<file path="config.mk">
export PLATFORM = sky130hd
export DESIGN_NAME = pim_cmd_scheduler
export DESIGN_NICKNAME = d
export VERILOG_FILES = /design/src/rtl/pim_cmd_scheduler.sv
export SDC_FILE = /design/constraint.sdc
export NUM_CORES = 1
export LEC_CHECK = 0
export ABC_AREA = 1
export BUFFER_PORTS_ARGS = -buffer_cell sky130_fd_sc_hd__buf_2
export CORE_AREA = 2 2 107 109
export CTS_BUF_LIST = sky130_fd_sc_hd__clkbuf_16
export DETAILED_ROUTE_END_ITERATION = 10
export DIE_AREA = 0 0 109 111
export PLACE_DENSITY = 0.69
export SETUP_SLACK_MARGIN = 0.05
export SYNTH_ARGS = -nofsm -noshare
export SYNTH_HDL_FRONTEND = slang
export SYNTH_SLANG_ARGS = --single-unit
</file>
<file path="constraint.sdc">
create_clock -name clk_i -period 8.2 [get_ports clk_i]
set_clock_uncertainty 0.15 [all_clocks]
set_input_delay 0.41 -clock clk_i [delete_from_list [all_inputs] [get_ports clk_i]]
set_output_delay 0.41 -clock clk_i [all_outputs]
set_load 0.02 [all_outputs]
</file>
<file path="src/rtl/pim_cmd_scheduler.sv">
// PIM command queue and sequencer: buffers {mode,row,col} commands and plays each one
// out as an enable/mode/step/address sequence towards the eFlash row/column drivers.
module pim_cmd_scheduler #(
    parameter int FIFO_DEPTH   = 4,
    parameter int STEPS_READ   = 4,
    parameter int STEPS_PGM    = 8,
    parameter int STEPS_MAC    = 12,
    parameter int WAIT_TIMEOUT = 255
) (
    input  logic       clk_i,
    input  logic       rst_i,
    input  logic       cmd_valid_i,
    output logic       cmd_ready_o,
    input  logic [2:0] cmd_mode_i,
    input  logic [6:0] cmd_row_i,
    input  logic [8:0] cmd_col_i,
    input  logic       inbuf_full_i,
    input  logic       abort_i,
    input  logic       err_clr_i,
    output logic       pim_en_o,
    output logic [2:0] pim_mode_o,
    output logic [3:0] exec_cnt_o,
    output logic [6:0] row_addr7_o,
    output logic [8:0] col_addr9_o,
    output logic       out_rd_en_o,
    output logic       done_o,
    output logic       busy_o,
    output logic [4:0] fifo_count_o,
    output logic       err_o
);
    localparam int PW = $clog2(FIFO_DEPTH);
    localparam int WW = $clog2(WAIT_TIMEOUT + 1);

    localparam logic [2:0] MODE_PGM   = 3'd1;
    localparam logic [2:0] MODE_ERASE = 3'd2;
    localparam logic [2:0] MODE_READ  = 3'd3;
    localparam logic [2:0] MODE_MAC   = 3'd4;

    typedef enum logic [2:0] {
        S_IDLE,
        S_WAIT_IN,
        S_EXEC,
        S_DRAIN,
        S_DONE
    } state_t;

    typedef struct packed {
        logic [2:0] mode;
        logic [6:0] row;
        logic [8:0] col;
    } cmd_t;

    function automatic logic [3:0] last_step(input logic [2:0] m);
        case (m)
            MODE_READ: last_step = 4'(STEPS_READ - 1);
            MODE_MAC:  last_step = 4'(STEPS_MAC - 1);
            default:   last_step = 4'(STEPS_PGM - 1);
        endcase
    endfunction

    state_t          state_q, state_d;
    logic [PW-1:0]   wr_ptr_q, wr_ptr_d;
    logic [PW-1:0]   rd_ptr_q, rd_ptr_d;
    logic [4:0]      count_q, count_d;
    logic [2:0]      mode_q, mode_d;
    logic [6:0]      row_q, row_d;
    logic [8:0]      col_q, col_d;
    logic [3:0]      cnt_q, cnt_d;
    logic [WW-1:0]   wait_q, wait_d;
    logic            err_q, err_d;
    logic            ready_q, ready_d;
    logic            pim_en_q, pim_en_d;
    logic [2:0]      pim_mode_q, pim_mode_d;
    logic            rd_en_q, rd_en_d;
    logic            done_q, done_d;
    logic            busy_q, busy_d;

    logic            push;
    logic            pop;
    logic            err_set;
    logic            head_legal;
    cmd_t            head;
    cmd_t            fifo_mem [FIFO_DEPTH];

    // Ready is registered, so a full FIFO refuses a push even while it is being popped.
    assign push = cmd_valid_i & ready_q & ~abort_i;
    assign head = fifo_mem[rd_ptr_q];
    assign head_legal = (head.mode >= MODE_PGM) && (head.mode <= MODE_MAC);

    always_ff @(posedge clk_i) begin
        if (push) begin
            fifo_mem[wr_ptr_q] <= {cmd_mode_i, cmd_row_i, cmd_col_i};
        end
    end

    always_comb begin
        state_d = state_q;
        mode_d  = mode_q;
        row_d   = row_q;
        col_d   = col_q;
        cnt_d   = cnt_q;
        wait_d  = wait_q;
        err_set = 1'b0;
        pop     = 1'b0;

        case (state_q)
            S_IDLE: begin
                if (count_q != 5'd0) begin
                    pop    = 1'b1;
                    mode_d = head.mode;
                    row_d  = head.row;
                    col_d  = head.col;
                    if (!head_legal) begin
                        err_set = 1'b1;
                    end else if (head.mode == MODE_MAC && !inbuf_full_i) begin
                        state_d = S_WAIT_IN;
                        wait_d  = '0;
                    end else begin
                        state_d = S_EXEC;
                        cnt_d   = 4'd0;
                    end
                end
            end
            S_WAIT_IN: begin
                if (inbuf_full_i) begin
                    state_d = S_EXEC;
                    cnt_d   = 4'd0;
                end else if (wait_q == WW'(WAIT_TIMEOUT - 1)) begin
                    err_set = 1'b1;
                    state_d = S_IDLE;
                end else begin
                    wait_d = wait_q + WW'(1);
                end
            end
            S_EXEC: begin
                if (cnt_q == last_step(mode_q)) begin
                    state_d = (mode_q == MODE_READ || mode_q == MODE_MAC) ? S_DRAIN : S_DONE;
                end else begin
                    cnt_d = cnt_q + 4'd1;
                end
            end
            S_DRAIN: state_d = S_DONE;
            S_DONE:  state_d = S_IDLE;
            default: state_d = S_IDLE;
        endcase

        // Abort overrides every other event, including err updates.
        if (abort_i) begin
            state_d = S_IDLE;
            pop     = 1'b0;
            err_set = 1'b0;
        end
        if (state_d != S_EXEC) begin
            cnt_d = 4'd0;
        end

        err_d    = abort_i ? err_q : (err_set | (err_q & ~err_clr_i));
        wr_ptr_d = abort_i ? '0 : wr_ptr_q + PW'(push);
        rd_ptr_d = abort_i ? '0 : rd_ptr_q + PW'(pop);
        count_d  = abort_i ? 5'd0 : count_q + 5'(push) - 5'(pop);
        ready_d  = count_d < 5'(FIFO_DEPTH);

        pim_en_d   = (state_d == S_EXEC);
        pim_mode_d = (state_d == S_IDLE) ? 3'd0 : mode_d;
        rd_en_d    = (state_d == S_DRAIN);
        done_d     = (state_d == S_DONE);
        busy_d     = (state_d != S_IDLE) || (count_d != 5'd0);
    end

    always_ff @(posedge clk_i or posedge rst_i) begin
        if (rst_i) begin
            state_q    <= S_IDLE;
            wr_ptr_q   <= '0;
            rd_ptr_q   <= '0;
            count_q    <= 5'd0;
            mode_q     <= 3'd0;
            row_q      <= 7'd0;
            col_q      <= 9'd0;
            cnt_q      <= 4'd0;
            wait_q     <= '0;
            err_q      <= 1'b0;
            ready_q    <= 1'b1;
            pim_en_q   <= 1'b0;
            pim_mode_q <= 3'd0;
            rd_en_q    <= 1'b0;
            done_q     <= 1'b0;
            busy_q     <= 1'b0;
        end else begin
            state_q    <= state_d;
            wr_ptr_q   <= wr_ptr_d;
            rd_ptr_q   <= rd_ptr_d;
            count_q    <= count_d;
            mode_q     <= mode_d;
            row_q      <= row_d;
            col_q      <= col_d;
            cnt_q      <= cnt_d;
            wait_q     <= wait_d;
            err_q      <= err_d;
            ready_q    <= ready_d;
            pim_en_q   <= pim_en_d;
            pim_mode_q <= pim_mode_d;
            rd_en_q    <= rd_en_d;
            done_q     <= done_d;
            busy_q     <= busy_d;
        end
    end

    assign cmd_ready_o  = ready_q;
    assign pim_en_o     = pim_en_q;
    assign pim_mode_o   = pim_mode_q;
    assign exec_cnt_o   = cnt_q;
    assign row_addr7_o  = row_q;
    assign col_addr9_o  = col_q;
    assign out_rd_en_o  = rd_en_q;
    assign done_o       = done_q;
    assign busy_o       = busy_q;
    assign fifo_count_o = count_q;
    assign err_o        = err_q;

endmodule

</file>
; Word-level counts from Yosys, hierarchy flattened
; Memories as Yosys holds them, arrays and structs flattened.
; Cells that the tools add are included.
[classes]
n_addsub = 6
n_lt_le_gt_ge = 3
eq_ne = 22
muxes = 41
bitwise = 6
n_reduce_logical = 15
[ops]
columns = cell, count
row1 = 2-to-1 mux 8 bit, 5
row2 = 2-to-1 mux 3 bit, 10
row3 = 2-to-1 mux 4 bit, 7
row4 = one-hot mux 8 bit (2 select lines), 1
row5 = equality test 3 x 2 -> 1 bit (second input constant), 5
row6 = != test 3 bit (second input constant), 5
row7 = one-hot mux 3 bit (4 select lines), 1
row8 = one-hot mux 4 bit (3 select lines), 1
row9 = AND reduction 6 bit, 2
row10 = 2-to-1 mux 1 bit, 10
row11 = != test 2 bit (second input constant), 5
row12 = nonzero test 5 bit, 2
row13 = equality test 3 bit (second input constant), 3
row14 = adder 8 x 1 -> 8 bit (second input constant), 1
row15 = equality test 8 bit (second input constant), 1
row16 = one-hot mux 4 bit (2 select lines), 1
row17 = zero test 3 bit, 2
row18 = 2-to-1 mux 2 bit, 3
row19 = adder 5 x 1 -> 5 bit, 1
row20 = less-than comparator 5 x 3 -> 1 bit (second input constant), 1
row21 = 2-to-1 mux 5 bit, 1
row22 = subtractor 5 x 1 -> 5 bit, 1
row23 = adder 2 x 1 -> 2 bit, 2
row24 = adder 4 x 1 -> 4 bit (second input constant), 1
row25 = 16 further kinds, 21
[word_totals]
ff_bits = 52
ramBits = 76
inputBits = 25
output_inout_bits = 34
mem_count = 1
[memory_table]
columns = memory, depth, word_bits, rd, rd_ports_with_merged_regs, write_ports, line_no
row1 = fifo_mem, 4, 19, 1, 0, 1, 83  ; cmd_t fifo_mem [FIFO_DEPTH];

; Logic depth before layout (Yosys ltp)
; An unclocked memory read counts as a cell.
[logic_depth]
ltp_word = 11
mapped_depth = 18
depth_no_buf = 18

; Worst setup path before layout
; Ideal clock, no wire load.
[synth_path]
path_kind = reg2reg
start = reg count_q[3] (netlist: fifo_count_o[3])
end = reg busy_q (netlist: busy_o)
setup_ns = 0.135
arrival_time_ns = 2.822
t_required_ns = 7.915
setup_slack_ns = 5.093
stages_incl_launch_ff = 19
path_buffers = 0
period_less_slack_ns = 3.107
path_cell_list = dfrtp_1 inv_1 ha_1 inv_1 nor2_1 nand2_1 nand2_1 nor2_1 ha_1 inv_1 ha_1 fa_1 nand2_1 a21oi_1 or2_2 o21ai_0 a21oi_1 nor2_1 nand4_1
[synth_between]
elab_chain_cells = 8
word_cells_on_any_way = 13
cone_classes = add/sub: 2 / mux: 7 / reduce/logical: 4
[synth_lines]
columns = item, line_no
row1 = start: declaration, 64  ; logic [4:0] count_q, count_d;
row2 = start signal: assignment, 192  ; count_q <= count_d;
row3 = nonzero test 5 bit, 108  ; if (count_q != 5'd0) begin
row4 = 2-to-1 mux 1 bit, 108
row5 = 2-to-1 mux 1 bit, 106  ; case (state_q)
row6 = 2-to-1 mux 1 bit, 148  ; if (abort_i) begin
row7 = subtractor 5 x 1 -> 5 bit (*), 160  ; count_d = abort_i ? 5'd0 : count_q + 5'(push) - 5'(pop);
row8 = 2-to-1 mux 5 bit (*), 160
row9 = net count_d[4], 64
row10 = nonzero test 5 bit (*), 167  ; busy_d = (state_d != S_IDLE) || (count_d != 5'd0);
row11 = logical OR 1 bit (*), 167
row12 = net busy_d, 76  ; logic busy_q, busy_d;
row13 = end signal: assignment, 204  ; busy_q <= busy_d;
row14 = end: declaration, 76
; Mark *: on every way through the listed nets, which the timed path passes. The rest lies on a longest branch.
; A chain may end at the register's enable or synchronous reset.

; Final worst setup path
[layout_path]
start = reg count_q[2] (netlist: fifo_count_o[2])
end = reg busy_q (netlist: busy_o)
; The elaborated chain is that of the path after synthesis.

==> summary.md <==
| Metric | Value |
|---|---|
| Status | completed |
| Register area | 3585 um2 |
| Fillers | 904 |
| Post-Synthesis Net Count | 525 |
| Slew headroom | 38.95% |
| Die area | 12100 um2 |
| Die X | about 110 um |
| Top Ports | 59 |
| Final WL | between 10000 and 15000 um |
| Initial core utilization | 48.48% |
| Cts bufs inserted | 17 |
| Worst Path Max Fanout | 9 |
| Placement Setup Slack | 4.929 ns |
| Setup WS post-layout | 4.904 ns |
| Worst Max-Slew Pin Slew | 0.9158 ns |
| Setup_tns | 0 ns |
| Reg clk slew, reported paths | approximately 0.060 ns |
| Wire per inst | 15.41 um |
| Initial antenna violation count | 0 |
| Largest net degree at the start of global routing | 53 |
| Final period utilization | 40.20% |
| Cts hold-fix bufs | 0 |
| Rows | 39 |
| Fin. Hold Viols | 0 |
| Leakage power | about 2.7 nW |
| Worst-Skew Late Latency | 0.41 ns |
| Syn Std Cell Area | 5370 um2 |
| Gate Count Post-Synth | between 400 and 500 |
| Slew Limit Fails | 0 |
| Clock tree buffer depth | 2 |
| Post-CTS setup buffers | 0 |
| # nets final | 593 |
| Post-synth cell types | 34 |
| Yosys warnings | 0 |
| CP Class | reg2reg |
| Hold WC Path Type | in2async |
| Post-CTS sizing | 0 |
| Antenna Cells | 0 |
| Peak VDD IR | 0.0002094 V |
| Via count | 3673 |
| Dpl hpwl | 6673 um |
| CTS Sinks | approximately 130 |
| Power per cell area | 360.5 nW/um2 |
| RSZ-0062 raised after global routing | false |
| Initial detailed-routing violation count | approximately 240 |
| First-pass GRT wire length | 17830 um |
| Share of cells above drive strength 1 | 22.36% |
| Max frequency | slightly above 300 MHz |
| All-layer global routing usage | 19.63% |
| Seq cells post-synth | about 130 |
| CTS tree | yes |
| Post-synthesis sequential area ratio | roughly 67% |
| RePlAce Congestion | 0.8553 |
| Setup violations, final | 0 |
| DRC | 0 |
| Core area | 11080 um2 |
| GRT overflow | 0 |
| CP Capture Type | flip-flop |
| Multi-input logic area | 1565 um2 |
| Final min period | ~3.3 ns |
| Die H | 111 um |
| Layout area overhead | 19.25% |
| Routed Antenna Nets | 0 |
| Pre-antenna DRT Iters | 5 |
| Root Driver | clkbuf_16 |
| Max-Cap Viols | 0 |
| Worst EP required | ~8.3 ns |
| Number of global-route vias before repair | 3671 |
| Syn_area_per_cell | 11.00 um2 |
| Startpoint Class | flip-flop |
| Maximum level of the CTS H-tree | 4 |
| Number of vias per cell | between 5 and 6 |
| Critical path arrival | 3.42 ns |
| Port Buffers | 58 |
-- worst paths after layout --
kind	start	end	slack, ns	cells past startpoint
min in group clk_i	cmd_row_i[3]	fifo_mem[2][12]	0.06	1
hold / removal	rst_i	col_addr9_o[4]	0.03	3
setup reg to reg	fifo_count_o[2]	busy_o	4.90	18
hold reg to reg	err_o	err_o	0.35	2
max in group asynchronous	rst_i	col_addr9_o[0]	7.40	3
setup / recovery	fifo_count_o[2]	busy_o	4.90	18
-- synthesized netlist by cell type (all sizes together) --
library cell / instances / area [um2]
nor2: 110 / 425.4
a21oi: 7 / 35.03
xnor2: 3 / 26.28
clkbuf: 8 / 30.03
nor3: 10 / 60.06
inv: 45 / 168.9
dfrtp: 51 / 1276
nand3b: 1 / 7.510
dfstp: 1 / 26.28
or2: 2 / 12.51
o21ai: 42 / 232.7
nor3b: 1 / 7.510
nand4: 8 / 50.05
nand2: 56 / 230.2
and3: 1 / 6.260
ha: 11 / 137.6
xor2: 4 / 35.03
o21bai: 1 / 11.26
nand3: 23 / 125.1
edfxtp: 76 / 2282
o31ai: 3 / 22.52
buf: 7 / 41.29
fa: 1 / 20.02
a31oi: 16 / 100.1
-- power breakdown --
part	total (mW)	switching, mW	internal [mW]
combinational	0.720	0.489	0.231
clock	0.717	0.274	0.443
sequential	0.872	0.0772	0.794
-- layer usage --
layer  share of wire (%)  GRT usage, %  wire [um]
met5                   0             0          0
met4                0.79         5.385         86
met3                 4.8         5.938        525
met2                  52         34.24       5705
met1                  42         23.25       4638
-- state kept, by name (all words and copies together), names as in the netlist --
| signal | cells |
|---|---|
| pim_mode_o | 3 |
| out_rd_en_o | 1 |
| wait_q | 8 |
| row_addr7_o | 7 |
| wr_ptr_q | 2 |
| col_addr9_o | 9 |
| rd_ptr_q | 2 |
| cmd_ready_o | 1 |
| exec_cnt_o | 4 |
| fifo_mem | 76 |
| state_q | 3 |
| done_o | 1 |
| err_o | 1 |
| mode_q | 3 |
| fifo_count_o | 5 |
| busy_o | 1 |
| pim_en_o | 1 |
-- metrics by stage --
stage | cells | hold WS (ns) | cell area (um2) | util (%) | total power, mW
final | 711 | 0.03084 | 6404 | 57.81 | 2.309
after global routing | 711 | 0.04837 | 6404 | 57.81 | 2.461
after CTS | 711 | 0.04505 | 6404 | 57.81 | 2.328
after detailed placement | 680 | 0.3398 | 5833 | 52.66 | 1.608
after global placement | 680 | 0.3321 | 5833 | 52.66 | 1.580
after floorplan | 488 | 0.3430 | 5370 | - | 1.404
-- cell type report --
class                           count  area share, %
Multi-Input combinational cell    300          24.44
Clock inverter                     14          2.267
Tap cell                          143          2.794
Timing Repair Buffer               64          5.236
Sequential cell                   128          55.98
Inverter                           45          2.638
Clock buffer                       17          6.643
-- critical path, cell delays in order, from the launching register on --
cell and delay, ns:
dfrtp_1 0.39, inv_1 0.09, ha_1 0.15, inv_1 0.04
nor2_1 0.14, nand2_1 0.09, nand2_1 0.23, nor2_1 0.11
ha_1 0.29, inv_1 0.04, ha_1 0.20, fa_1 0.38
nand2_1 0.09, a21oi_1 0.06, or2_2 0.28, o21ai_0 0.15
a21oi_1 0.09, nor2_1 0.12, nand4_1 0.09
-- placed cells by master, fill, tap and decap left out, drive strengths merged --
cell type / Yosys / final
nor2: 110 / 110
edfxtp: 76 / 76
buf: 7 / 64
nand2: 56 / 56
dfrtp: 51 / 51
inv: 45 / 45
o21ai: 42 / 42
nand3: 23 / 23
clkbuf: 8 / 17
a31oi: 16 / 16
ha: 11 / 11
nor3: 10 / 10
nand4: 8 / 8
a21oi: 7 / 7
clkinvlp: 0 / 7
clkinv: 0 / 5
xor2: 4 / 4
o31ai: 3 / 3
xnor2: 3 / 3
or2: 2 / 2
bufinv: 0 / 2
nor3b: 1 / 1
and3: 1 / 1
o21bai: 1 / 1
nand3b: 1 / 1
fa: 1 / 1
dfstp: 1 / 1
-- kinds of logic after synthesis --
logic type / after synthesis / share of synthesized area [%]
AND/OR/NAND/NOR: 212 / 17.22
flip-flops: 128 / 66.75
AO/OA/AOI/OAI: 69 / 7.479
buffers and inverters: 60 / 4.473
adder cells (fa/ha/maj): 12 / 2.936
XOR/XNOR: 7 / 1.142
Note: power is estimated with default switching activity, not from simulation.
